==> src/rtl/esteira_pkg.sv <==
// esteira_pkg: state encoding and destination codes for the conveyor arbiter.
// The FALHA state exists only when ESTEIRA_WATCHDOG_EN is defined.
package esteira_pkg;

   localparam logic [2:0] ST_IDLE       = 3'd0;
   localparam logic [2:0] ST_MOVENDO    = 3'd1;
   localparam logic [2:0] ST_PAUSADO    = 3'd2;
   localparam logic [2:0] ST_ASSENTANDO = 3'd3;
   localparam logic [2:0] ST_CONCLUIDO  = 3'd4;
   localparam logic [2:0] ST_AGUARDA    = 3'd5;
`ifdef ESTEIRA_WATCHDOG_EN
   localparam logic [2:0] ST_FALHA      = 3'd6;
`endif

   typedef enum logic [2:0] {
      IDLE           = ST_IDLE,
      MOVENDO        = ST_MOVENDO,
      PAUSADO        = ST_PAUSADO,
      ASSENTANDO     = ST_ASSENTANDO,
      CONCLUIDO      = ST_CONCLUIDO,
      AGUARDA_LIBERA = ST_AGUARDA
`ifdef ESTEIRA_WATCHDOG_EN
      , FALHA        = ST_FALHA
`endif
   } estado_t;

   localparam logic [1:0] DEST_NENHUM     = 2'd0;
   localparam logic [1:0] DEST_ENCHIMENTO = 2'd1;
   localparam logic [1:0] DEST_CQ         = 2'd2;
   localparam logic [1:0] DEST_FINAL      = 2'd3;

   // Picks the signal that belongs to destination d.
   function automatic logic sel_destino(
      input logic [1:0] d,
      input logic       e,
      input logic       c,
      input logic       f
   );
      logic r;
      r = 1'b0;
      unique case (d)
         DEST_ENCHIMENTO: r = e;
         DEST_CQ:         r = c;
         DEST_FINAL:      r = f;
         default:         r = 1'b0;
      endcase
      return r;
   endfunction

endpackage

==> src/rtl/sincronizador_sensor.sv <==
// sincronizador_sensor: 2-flop synchronizer for raw switch inputs.
// Asynchronous active-low reset clears both stages.
module sincronizador_sensor (
   input  logic clk,
   input  logic reset_n,
   input  logic d,
   output logic q
);

   logic meta;

   always_ff @(posedge clk or negedge reset_n) begin
      if (!reset_n) begin
         meta <= 1'b0;
         q    <= 1'b0;
      end else begin
         meta <= d;
         q    <= meta;
      end
   end

endmodule

==> src/rtl/arbitro_esteira.sv <==
// arbitro_esteira: grants one conveyor move at a time and sequences the motor.
// Watchdog and FALHA state are built only with ESTEIRA_WATCHDOG_EN.
module arbitro_esteira
   import esteira_pkg::*;
#(
   parameter int TIMEOUT_CICLOS = 250_000_000,
   parameter int SETTLE_CICLOS  = 2_500_000
) (
   input  logic       clk,
   input  logic       reset_n,
   input  logic       req_enchimento,
   input  logic       req_cq,
   input  logic       req_final,
   input  logic       sensor_enchimento,
   input  logic       sensor_cq,
   input  logic       sensor_final,
   input  logic       pausa,
   input  logic       limpar_falha,
   output logic       motor_ligado,
   output logic       concluida_enchimento,
   output logic       concluida_cq,
   output logic       concluida_final,
   output logic [1:0] destino_atual,
   output logic       falha_timeout
);

   localparam int SW = $clog2(SETTLE_CICLOS + 1);
   localparam logic [SW-1:0] SET_MAX = SW'(SETTLE_CICLOS - 1);

   logic sen_e, sen_c, sen_f, pausa_s;

   sincronizador_sensor u_s_ench (
      .clk(clk), .reset_n(reset_n), .d(sensor_enchimento), .q(sen_e));
   sincronizador_sensor u_s_cq (
      .clk(clk), .reset_n(reset_n), .d(sensor_cq), .q(sen_c));
   sincronizador_sensor u_s_final (
      .clk(clk), .reset_n(reset_n), .d(sensor_final), .q(sen_f));
   sincronizador_sensor u_s_pausa (
      .clk(clk), .reset_n(reset_n), .d(pausa), .q(pausa_s));

   estado_t       estado, estado_nxt;
   logic [1:0]    destino, destino_nxt;
   logic [SW-1:0] assenta, assenta_nxt;
   logic          req_g, sen_g;

`ifdef ESTEIRA_WATCHDOG_EN
   localparam int WW = $clog2(TIMEOUT_CICLOS);
   localparam logic [WW-1:0] WD_MAX = WW'(TIMEOUT_CICLOS - 1);
   logic [WW-1:0] wd, wd_nxt;
`else
   logic unused_cfg;
   assign unused_cfg = limpar_falha ^ (TIMEOUT_CICLOS > 1);
`endif

   assign req_g = sel_destino(destino, req_enchimento, req_cq, req_final);
   assign sen_g = sel_destino(destino, sen_e, sen_c, sen_f);

   always_comb begin
      estado_nxt  = estado;
      destino_nxt = destino;
      assenta_nxt = '0;
`ifdef ESTEIRA_WATCHDOG_EN
      wd_nxt      = wd;
`endif
      unique case (estado)
         IDLE: begin
`ifdef ESTEIRA_WATCHDOG_EN
            wd_nxt = '0;
`endif
            if (req_final || req_cq || req_enchimento) begin
               // downstream stations drain first
               priority case (1'b1)
                  req_final: destino_nxt = DEST_FINAL;
                  req_cq:    destino_nxt = DEST_CQ;
                  default:   destino_nxt = DEST_ENCHIMENTO;
               endcase
               if (sel_destino(destino_nxt, sen_e, sen_c, sen_f))
                  estado_nxt = ASSENTANDO;
               else
                  estado_nxt = MOVENDO;
            end
         end
         MOVENDO: begin
            if (!req_g)
               estado_nxt = IDLE;
            else if (sen_g)
               estado_nxt = ASSENTANDO;
            else if (pausa_s)
               estado_nxt = PAUSADO;
`ifdef ESTEIRA_WATCHDOG_EN
            else if (wd == WD_MAX)
               estado_nxt = FALHA;
            else
               wd_nxt = wd + 1'b1;
`endif
         end
         PAUSADO: begin
            if (!req_g)
               estado_nxt = IDLE;
            else if (!pausa_s)
               estado_nxt = MOVENDO;
         end
         ASSENTANDO: begin
            if (!req_g)
               estado_nxt = IDLE;
            else if (assenta == SET_MAX)
               estado_nxt = CONCLUIDO;
            else
               assenta_nxt = assenta + 1'b1;
         end
         CONCLUIDO: estado_nxt = AGUARDA_LIBERA;
         AGUARDA_LIBERA: begin
            if (!req_g)
               estado_nxt = IDLE;
         end
`ifdef ESTEIRA_WATCHDOG_EN
         FALHA: begin
            if (limpar_falha && !req_final && !req_cq && !req_enchimento)
               estado_nxt = IDLE;
         end
`endif
         default: estado_nxt = IDLE;
      endcase
   end

   always_ff @(posedge clk or negedge reset_n) begin
      if (!reset_n) begin
         estado  <= IDLE;
         destino <= DEST_NENHUM;
         assenta <= '0;
`ifdef ESTEIRA_WATCHDOG_EN
         wd      <= '0;
`endif
      end else begin
         estado  <= estado_nxt;
         destino <= destino_nxt;
         assenta <= assenta_nxt;
`ifdef ESTEIRA_WATCHDOG_EN
         wd      <= wd_nxt;
`endif
      end
   end

   assign motor_ligado = (estado == MOVENDO);
   assign concluida_enchimento =
      (estado == CONCLUIDO) && (destino == DEST_ENCHIMENTO);
   assign concluida_cq =
      (estado == CONCLUIDO) && (destino == DEST_CQ);
   assign concluida_final =
      (estado == CONCLUIDO) && (destino == DEST_FINAL);
   assign destino_atual = (estado == IDLE) ? DEST_NENHUM : destino;
`ifdef ESTEIRA_WATCHDOG_EN
   assign falha_timeout = (estado == FALHA);
`else
   assign falha_timeout = 1'b0;
`endif

endmodule

==> config.mk <==
export PLATFORM = sky130hd
export DESIGN_NAME = arbitro_esteira
export DESIGN_NICKNAME = d
export VERILOG_FILES = /design/src/rtl/esteira_pkg.sv /design/src/rtl/sincronizador_sensor.sv /design/src/rtl/arbitro_esteira.sv
export SDC_FILE = /design/constraint.sdc
export NUM_CORES = 1
export LEC_CHECK = 0
export ABC_CLOCK_PERIOD_IN_PS = 2500
export CAP_MARGIN = 20
export CORE_ASPECT_RATIO = 1.4
export CORE_UTILIZATION = 55
export CTS_BUF_LIST = sky130_fd_sc_hd__clkbuf_8
export DETAILED_ROUTE_END_ITERATION = 10
export GPL_ROUTABILITY_DRIVEN = 0
export GPL_TIMING_DRIVEN = 0
export PLACE_DENSITY = 0.75
export SLEW_MARGIN = 5
export SYNTH_ARGS = -nofsm -noshare
export SYNTH_HDL_FRONTEND = slang
export SYNTH_HIERARCHICAL = 1
export SYNTH_SLANG_ARGS = --single-unit
==> constraint.sdc <==
create_clock -name clk -period 2.5 [get_ports clk]
set_clock_uncertainty 0.15 [all_clocks]
set_input_delay 0.5 -clock clk [delete_from_list [all_inputs] [get_ports clk]]
set_output_delay 0.5 -clock clk [all_outputs]
set_load 0.05 [all_outputs]
# Word level (Yosys, flattened, before mapping)
# Cells that the tools add are included.
# op_classes
add_sub_neg	1
mul	0
div_mod_pow	0
n_lt_le_gt_ge	0
n_eq_ne	17
shifts	0
n_mux	24
bitwise_logic	0
n_reduce_logical	8
# op_table
operator	n
$mux 22	3
$mux 3	9
$add 22x1->22 const B	1
$eq 22x22->1 const B	1
$pmux 3 s6	1
$mux 2	6
$pmux 1 s3	3
$eq 2x2->1 const B	4
$eq 3x2->1 const B	2
$eq 3x3->1 const B	2
$ne 3x3->1 const B	2
$reduce_and 5->1	1
$eq 2x1->1 const B	2
$ne 2x2->1 const B	2
$ne 4x2->1 const B	1
$eq 3x1->1 const B	1
$logic_and 1x1->1	3
$logic_not 3->1	1
$logic_or 1x1->1	2
$mux 1	2
$reduce_and 2->1	1
# totals
regBits	35
latch_bits	0
ram_bits	0
romBits	0
input_bits	10
out_inout_bits	7
wordCells	61
mem_count	0

# Longest topological paths before layout
# Gate-level depths: netlist (run 1).
# depth
word_depth	11
depth_mapped	6
depth_no_buf	5

# Cells and area by module
# Netlist (run 1), hierarchy kept.
# modules_own_cells
mod	n_inst	cells_per_inst	area_per_inst_um2	seq_area_each_um2
arbitro_esteira	1	189	1616.6	675.6
sincronizador_sensor	4	2	50.0	50.0

# Least setup slack after synthesis (run 1)
# No wires, ideal clock.
# synth_path
kind	register -> output
startpoint	register destino[0]
endpoint	output port concluida_enchimento
t_arrival_ps	2157
required_time_ps	1850
setup_slack_ps	-307
path_stages_with_launch	4
path_buffers	1
path_cell_list	dfrtp_1 clkbuf_1 inv_1 nor4_1
# synth_via
elab_chain_cells	2
# synth_lines
element	line_no	rtl
start, declared	arbitro_esteira.sv:42	logic [1:0] destino, destino_nxt;
start signal, assigned	arbitro_esteira.sv:136	destino <= destino_nxt;
$eq 2x1->1	arbitro_esteira.sv:146	(estado == CONCLUIDO) && (destino == DEST_ENCHIMENTO);
$logic_and 1x1->1	arbitro_esteira.sv:146	
end, declared	arbitro_esteira.sv:20	output logic concluida_enchimento,
# No other way between the ends.

# Final worst setup path (run 1)
# layout_path
startpoint	register estado[0]
endpoint	output port destino_atual[1]
# layout_via
elab_chain_cells	2
# layout_lines
element	line_no	rtl
start, declared	arbitro_esteira.sv:41	estado_t estado, estado_nxt;
start signal, assigned	arbitro_esteira.sv:135	estado <= estado_nxt;
$logic_not 3->1	arbitro_esteira.sv:151	assign destino_atual = (estado == IDLE) ? DEST_NENHUM : destino;
$mux 2	arbitro_esteira.sv:151	
end, declared	arbitro_esteira.sv:23	output logic [1:0] destino_atual,
# No other way between the ends.

==> results by group, run 1 <==
Outcome
  – Status: completed

Layout
  – Antenna diodes: 0
  – Area Overhead vs Synth: 14.5%
  – Share of cells above drive strength 1: 0.105
  – Fin nets: 229
  – Area taken by multi-input logic gates: slightly below 900 um^2
  – Seq. cell area: approximately 900 um^2
  – Final core utilization: 0.666
  – Fill count: 263

STA
  – Worst-margin pin slew: 767 ps
  – Rel. slew slack: 0.489
  – Fin. max-slew vios: 0
  – Period minus WS final: 2420 ps
  – Crit share post-route: 0.968
  – Final setup viols: 0
  – Setup TNS: 0 ps
  – Hold Violations, Final: 0
  – Min Hold Slack: roughly 130 ps
  – Fmax: slightly above 400 MHz
  – Unrepaired setup endpoints after global routing: false

Pwr
  – VDD IR max: roughly 0.00055 V
  – Leak: 0.814 nW
  – Seq pwr share: 0.396
  – Clk pwr share: 0.253
  – NetSw: between 0.0006 and 0.0007 W
  – Int Pwr: 0.000960 W
  – Power Dens Cells: 770 nW/um^2
  – Logic pwr share: 0.352
  – Sw frac: 0.400

Yosys
  – Post-synth top area share: 0.482
  – Ranking of synthesized cells by area: dfrtp_1 48%, nor2_1 5.0%, xnor2_1 4.3%, a21oi_1 3.0%, nand2_1 2.9%
  – Number of flops mapped to enable cells by yosys: 0
  – Synthesized instance count: between 150 and 200
  – Ys async rst share: 1.00
  – Synth Area per Inst: between 9 and 10 um^2
  – Post-synth top cells: 35 x dfrtp_1, 24 x nor2_1, 14 x nand2_1, 11 x a21oi_1, 11 x inv_1
  – Cell taking the most area after synthesis: dfrtp_1
  – Cell Area, Synth: about 1800 um^2
  – Yosys Warn Count: 6
  – Mapped Nets: around 210
  – #FFs+latches synth: 35
  – Yosys cell types: around 40
  – Most frequent cell after synthesis: dfrtp_1
  – Seq/Total Area, Yosys: 0.482
  – Main synth FF type: dfrtp_1

GRT
  – Antenna violations before repair: 0
  – Global Route Usage Sum: 0.260
  – Total grt overflow: 0
  – First-pass GRT wire length: 6.91 mm
  – Vias in the first global route: about 1600
  – Largest net degree at the start of global routing: 36

Routing
  – Final antenna-violating net count: 0
  – Routed WL: ~4 mm
  – Drt first pass iters: 4
  – Vias: approximately 1600
  – Initial drt markers: 58
  – Drt wl/cell: approximately 15 um
  – Vias/cell: approximately 6
  – DR DRC count: 0

Setup path
  – Crit Path Class: reg2out
  – CP max FO: 8
  – Largest stage delay, worst path: 430 ps
  – CP max stage cell: dlygate4sd2_1
  – Crit. End Element: output port
  – WP buf/inv: 2
  – Largest delay share family, worst path: buffers and inverters
  – Startpoint types: register
  – Worst Path Arrival: between 1500 and 2000 ps
  – FF-to-FF setup slack: ~210 ps
  – Critical path cell sequence: clkbuf_1, nor3_2, nor2b_1, dlygate4sd2_1
  – CP required: roughly 1900 ps

Die
  – Initial cell density of the core: 0.582
  – Die width: 50.6 um
  – Core Region: about 3100 um^2
  – Ports: 17
  – Die Span Y: 70 um
  – Full die area: between 3000 and 4000 um^2
  – Rows: 24

Clock network
  – Clock latency on the worst-skew pair: roughly 290 ps
  – CTS tree: built
  – Post-CTS setup buffers: 0
  – Cts bufs inserted: 5
  – Bufs on Longest Clock Path: 2
  – H-tree depth: 2
  – Worst-path clk slew: ~80 ps
  – Clock Sink Count: 35
  – Hold_buf cts: 0
  – Clock root buffer: clkbuf_8

Worst hold path
  – Worst hold path class: in2async

Job
  – Max-cap violations: 0

Placement
  – I/O Buffers: 14
  – HPWL Detailed: 2.84 mm
## kinds of logic after synthesis
kind of cell               Yosys count  share of synthesized area
buffers and inverters               20                     0.0441
adders and majority gates            1                    0.00689
and+or+nand+nor                     88                      0.257
AOI/OAI and AO/OA                   38                      0.138
muxes                                4                     0.0220
other                                1                    0.00206
DFF                                 35                      0.482
xor gates and xnor gates            10                     0.0482
## area by class of cell
class	count	area share
plain buffers	9	0.0198
clock buffers	5	0.0331
well taps	39	0.0235
inverters	11	0.0198
multi-input cells	142	0.419
flip-flops and latches	35	0.421
clock inverters	3	0.00782
repair buffers	14	0.0559
## sequential cells by signal, summed over array words and instances, names as in the netlist
name	flops
assenta	22
u_s_final/meta	1
u_s_pausa/q	1
u_s_pausa/meta	1
u_s_cq/meta	1
estado	3
u_s_ench/q	1
destino	2
u_s_final/q	1
u_s_ench/meta	1
u_s_cq/q	1
## final timing paths
| kind | startpoint | to | cells after the start |
|---|---|---|---|
| worst max-delay path | estado[0]$_DFFE_PN0P_ | destino_atual[1] | 4 |
| worst min-delay path | reset_n | assenta[17]$_DFF_PN0_ | 1 |
| worst max register to register | assenta[0]$_DFF_PN0_ | assenta[18]$_DFF_PN0_ | 6 |
| worst min register to register | u_s_cq/meta$_DFF_PN0_ | u_s_cq/q$_DFF_PN0_ | 0 |
| max in group asynchronous | reset_n | assenta[2]$_DFF_PN0_ | 1 |
| min in group clk | u_s_cq/meta$_DFF_PN0_ | u_s_cq/q$_DFF_PN0_ | 0 |
## worst register-to-register path: stages, from the launching register on
cell	delay, ps
dfrtp_1	380
ha_1	240
nand4_2	210
or4_1	550
clkbuf_1	180
or3_1	360
a21oi_1	140
## per-layer routing
layer  wire [um]  global-route usage
met5           0                   0
met4          71               0.117
met2        2110               0.455
met3         169              0.0545
met1        1610               0.296
## what timing repair did
action / CTS / global route
resized for setup: 10 / 10
hold endpoints to repair: 0 / 0
gates cloned: 0 / 0
setup endpoints to repair: 6 / 16
## stage by stage
step | instances | power, W | area, um^2 | setup slack, ps
after floorplan | 197 | 0.00105 | 1820 | 258
after global placement | 250 | 0.00121 | 2010 | -47.7
after detailed placement | 250 | 0.00122 | 2010 | -84.5
after CTS | 258 | 0.00160 | 2090 | 58.2
after global routing | 258 | 0.00169 | 2080 | 8.55
final | 258 | 0.00160 | 2080 | 79.0
## power by group through the flow
stage	registers, W	clock network [W]	logic [W]
detailed placement	0.000644	0	0.000578
floorplan	0.000636	0	0.000416
finish	0.000634	0.000404	0.000563
global placement	0.000642	0	0.000564
CTS	0.000634	0.000408	0.000560
global route	0.000638	0.000433	0.000617
## placed cells by master, fill, tap and decap left out, drive strengths merged, types with 8 or more instances in the layout
cell type	synthesis	layout
nand2	14	14
dfrtp	35	35
inv	11	12
o21ai	10	10
or3	8	8
xnor2	9	9
nand3	9	9
clkbuf	7	14
a21oi	12	12
nor2	24	24
Note: power is estimated with default switching activity, not from simulation.
==> run 2: changes to the inputs <==
--- a/config.mk
+++ b/config.mk
@@ -13,7 +13,7 @@
 export DETAILED_ROUTE_END_ITERATION = 10
 export GPL_ROUTABILITY_DRIVEN = 0
 export GPL_TIMING_DRIVEN = 0
-export PLACE_DENSITY = 0.75
+export PLACE_DENSITY_LB_ADDON = 0.08
 export SLEW_MARGIN = 5
 export SYNTH_ARGS = -nofsm -noshare
 export SYNTH_HDL_FRONTEND = slang
==> run 2 against run 1 <==
- sequential cell count unchanged
- critical path type unchanged
- utilization up 0.72 points
- combinational power barely moved
- largest cell class unchanged
- non-clock buffer count stayed put
==> results by group, run 2 (synthesis gave the netlist of run 1 again) <==
STA
  – Rel. slew slack: 0.501 (+0.0123)
  – Worst-margin pin slew: 748 ps (-18.5 ps)
  – Hold Violations, Final: 0 (unchanged)
  – Final setup viols: 0 (unchanged)
  – Period minus WS final: 2420 ps (+1.08 ps)
  – Fin. max-slew vios: 0 (unchanged)
  – Setup TNS: 0 ps (unchanged)
  – Unrepaired setup endpoints after global routing: true
  – Crit share post-route: 0.969 (about the same)
  – Min Hold Slack: 124 ps (-2.09 ps)
  – Fmax: 413 MHz (about the same)

Routing
  – Final antenna-violating net count: 0 (unchanged)
  – DR DRC count: 0 (unchanged)
  – Vias: 1555 (+0.26%)
  – Routed WL: 3.83 mm (-3.3%)
  – Drt wl/cell: 14.8 um (-3.3%)
  – Drt first pass iters: 4 (unchanged)
  – Vias/cell: 6.03 (+0.26%)
  – Initial drt markers: 35 (-40%)

GRT
  – Largest net degree at the start of global routing: 36 (unchanged)
  – Antenna violations before repair: 0 (unchanged)
  – Vias in the first global route: 1567 (+0.26%)
  – Total grt overflow: 0 (unchanged)
  – Global Route Usage Sum: 0.251 (-0.00936)
  – First-pass GRT wire length: 6.63 mm (-4.1%)

Die
  – Initial cell density of the core: 0.582 (unchanged)
  – Ports: 17 (unchanged)
  – Die width: 50.6 um (unchanged)
  – Rows: 24 (unchanged)
  – Full die area: 3540 um^2 (unchanged)
  – Core Region: 3120 um^2 (unchanged)
  – Die Span Y: 70 um (unchanged)

Clock network
  – Worst-path clk slew: 70 ps (about the same)
  – H-tree depth: 2 (unchanged)
  – Post-CTS setup buffers: 0 (unchanged)
  – Clock Sink Count: 35 (unchanged)
  – Cts bufs inserted: 5 (unchanged)
  – Clock latency on the worst-skew pair: 280 ps (about the same)
  – CTS tree: built
  – Bufs on Longest Clock Path: 2 (unchanged)
  – Hold_buf cts: 0 (unchanged)
  – CTS resizes: 8 (-2)
  – Clock root buffer: clkbuf_8

Setup path
  – CP max stage cell: dlygate4sd2_1
  – Crit Path Class: reg2out
  – CP required: 1850 ps (about the same)
  – Crit. End Element: output port
  – Largest stage delay, worst path: 430 ps (about the same)
  – Critical path cell sequence: clkbuf_1, nor3_2, nor2b_1, dlygate4sd2_1
  – Startpoint types: register
  – CP max FO: 8 (unchanged)
  – Reg2reg path depth: 6 (unchanged)
  – Worst Path Arrival: 1770 ps (about the same)

Layout
  – Share of cells above drive strength 1: 0.0959 (-0.00913)
  – Regs by FF count: assenta x22, estado x3, destino x2
  – Antenna diodes: 0 (unchanged)
  – Final Instance Area: 2100 um^2 (+1.1%)
  – Area Overhead vs Synth: 15.8%
  – Fin nets: 229 (unchanged)
  – Reg with most FFs: assenta
  – Most common cell after layout, fill and taps aside: dfrtp_1
  – Most frequent cells in the layout: 35 x dfrtp_1, 24 x nor2_1, 14 x nand2_1
  – Max reg flops: 22 (unchanged)

Placement
  – I/O Buffers: 14 (unchanged)
  – Placed cell area: 2010 um^2 (unchanged)
  – HPWL Detailed: 2.81 mm (-1.0%)

Outcome
  – Status: completed

Worst hold path
  – Worst hold path class: in2async

Pwr
  – Power Dens Cells: 776 nW/um^2 (+0.84%)
  – Total power draw: 0.00163 W (+1.9%)
  – VDD IR max: 0.000726 V (+31%)
  – Leak: 0.831 nW (+2.0%)

Job
  – Max-cap violations: 0 (unchanged)
run 2: changes by cell type in the layout (fill, tap and decap cells not counted):
cell / previous run / this run
buf_2: 3 / 2
dlygate4sd2_1: 3 / 5
clkbuf_8: 5 / 7
clkbuf_2: 4 / 3
clkinvlp_4: 1 / 0
clkinv_2: 1 / 0
run 2: cell type report:
class	count	area [um^2]
plain buffers	9	41.3
fillers	268	1020
clock inverters	1	3.75
clock buffers	7	96.3
multi-input cells	142	872
inverters	11	41.3
well taps	39	48.8
repair buffers	14	124
flip-flops and latches	35	876
run 2: critical path: cells and delay by family, from the launching register on:
kind | cells | cell delay, ps
buffers and inverters | 2 | 640
flip-flops | 1 | 370
AND/OR/NAND/NOR | 2 | 480
run 2: per-stage QoR:
stage / instances / utilization / worst slack (ps)
2_1_floorplan: 197 / - / 258
3_3_place_gp: 250 / 0.644 / -18.3
3_5_place_dp: 250 / 0.643 / -104
4_1_cts: 258 / 0.674 / 5.77
5_1_grt: 258 / 0.673 / -13.3
6_report: 258 / 0.673 / 77.9
run 2: worst paths after layout:
| kind | startpoint | end | slack, ps |
|---|---|---|---|
| setup / recovery | estado[0]$_DFFE_PN0P_ | destino_atual[1] | 80 |
| hold / removal | reset_n | u_s_pausa/q$_DFF_PN0_ | 120 |
| setup reg to reg | assenta[0]$_DFF_PN0_ | assenta[18]$_DFF_PN0_ | 180 |
| hold reg to reg | u_s_ench/meta$_DFF_PN0_ | u_s_ench/q$_DFF_PN0_ | 200 |
| max in group asynchronous | reset_n | u_s_final/meta$_DFF_PN0_ | 1590 |
| min in group clk | u_s_ench/meta$_DFF_PN0_ | u_s_ench/q$_DFF_PN0_ | 200 |
run 2: report_power, final:
part | internal (W) | switching (W)
logic | 0.000161 | 0.000399
registers | 0.000609 | 0.0000274
clock network | 0.000247 | 0.000189
total | 0.00102 | 0.000615
run 2: metal layers:
layer | GRT usage | vias to the layer above | routed length [um]
met5 | 0 | - | 0
met4 | 0.127 | 0 | 157
met3 | 0.0501 | 16 | 110
met2 | 0.462 | 40 | 2070
met1 | 0.257 | 750 | 1490
li1 | - | 749 | -
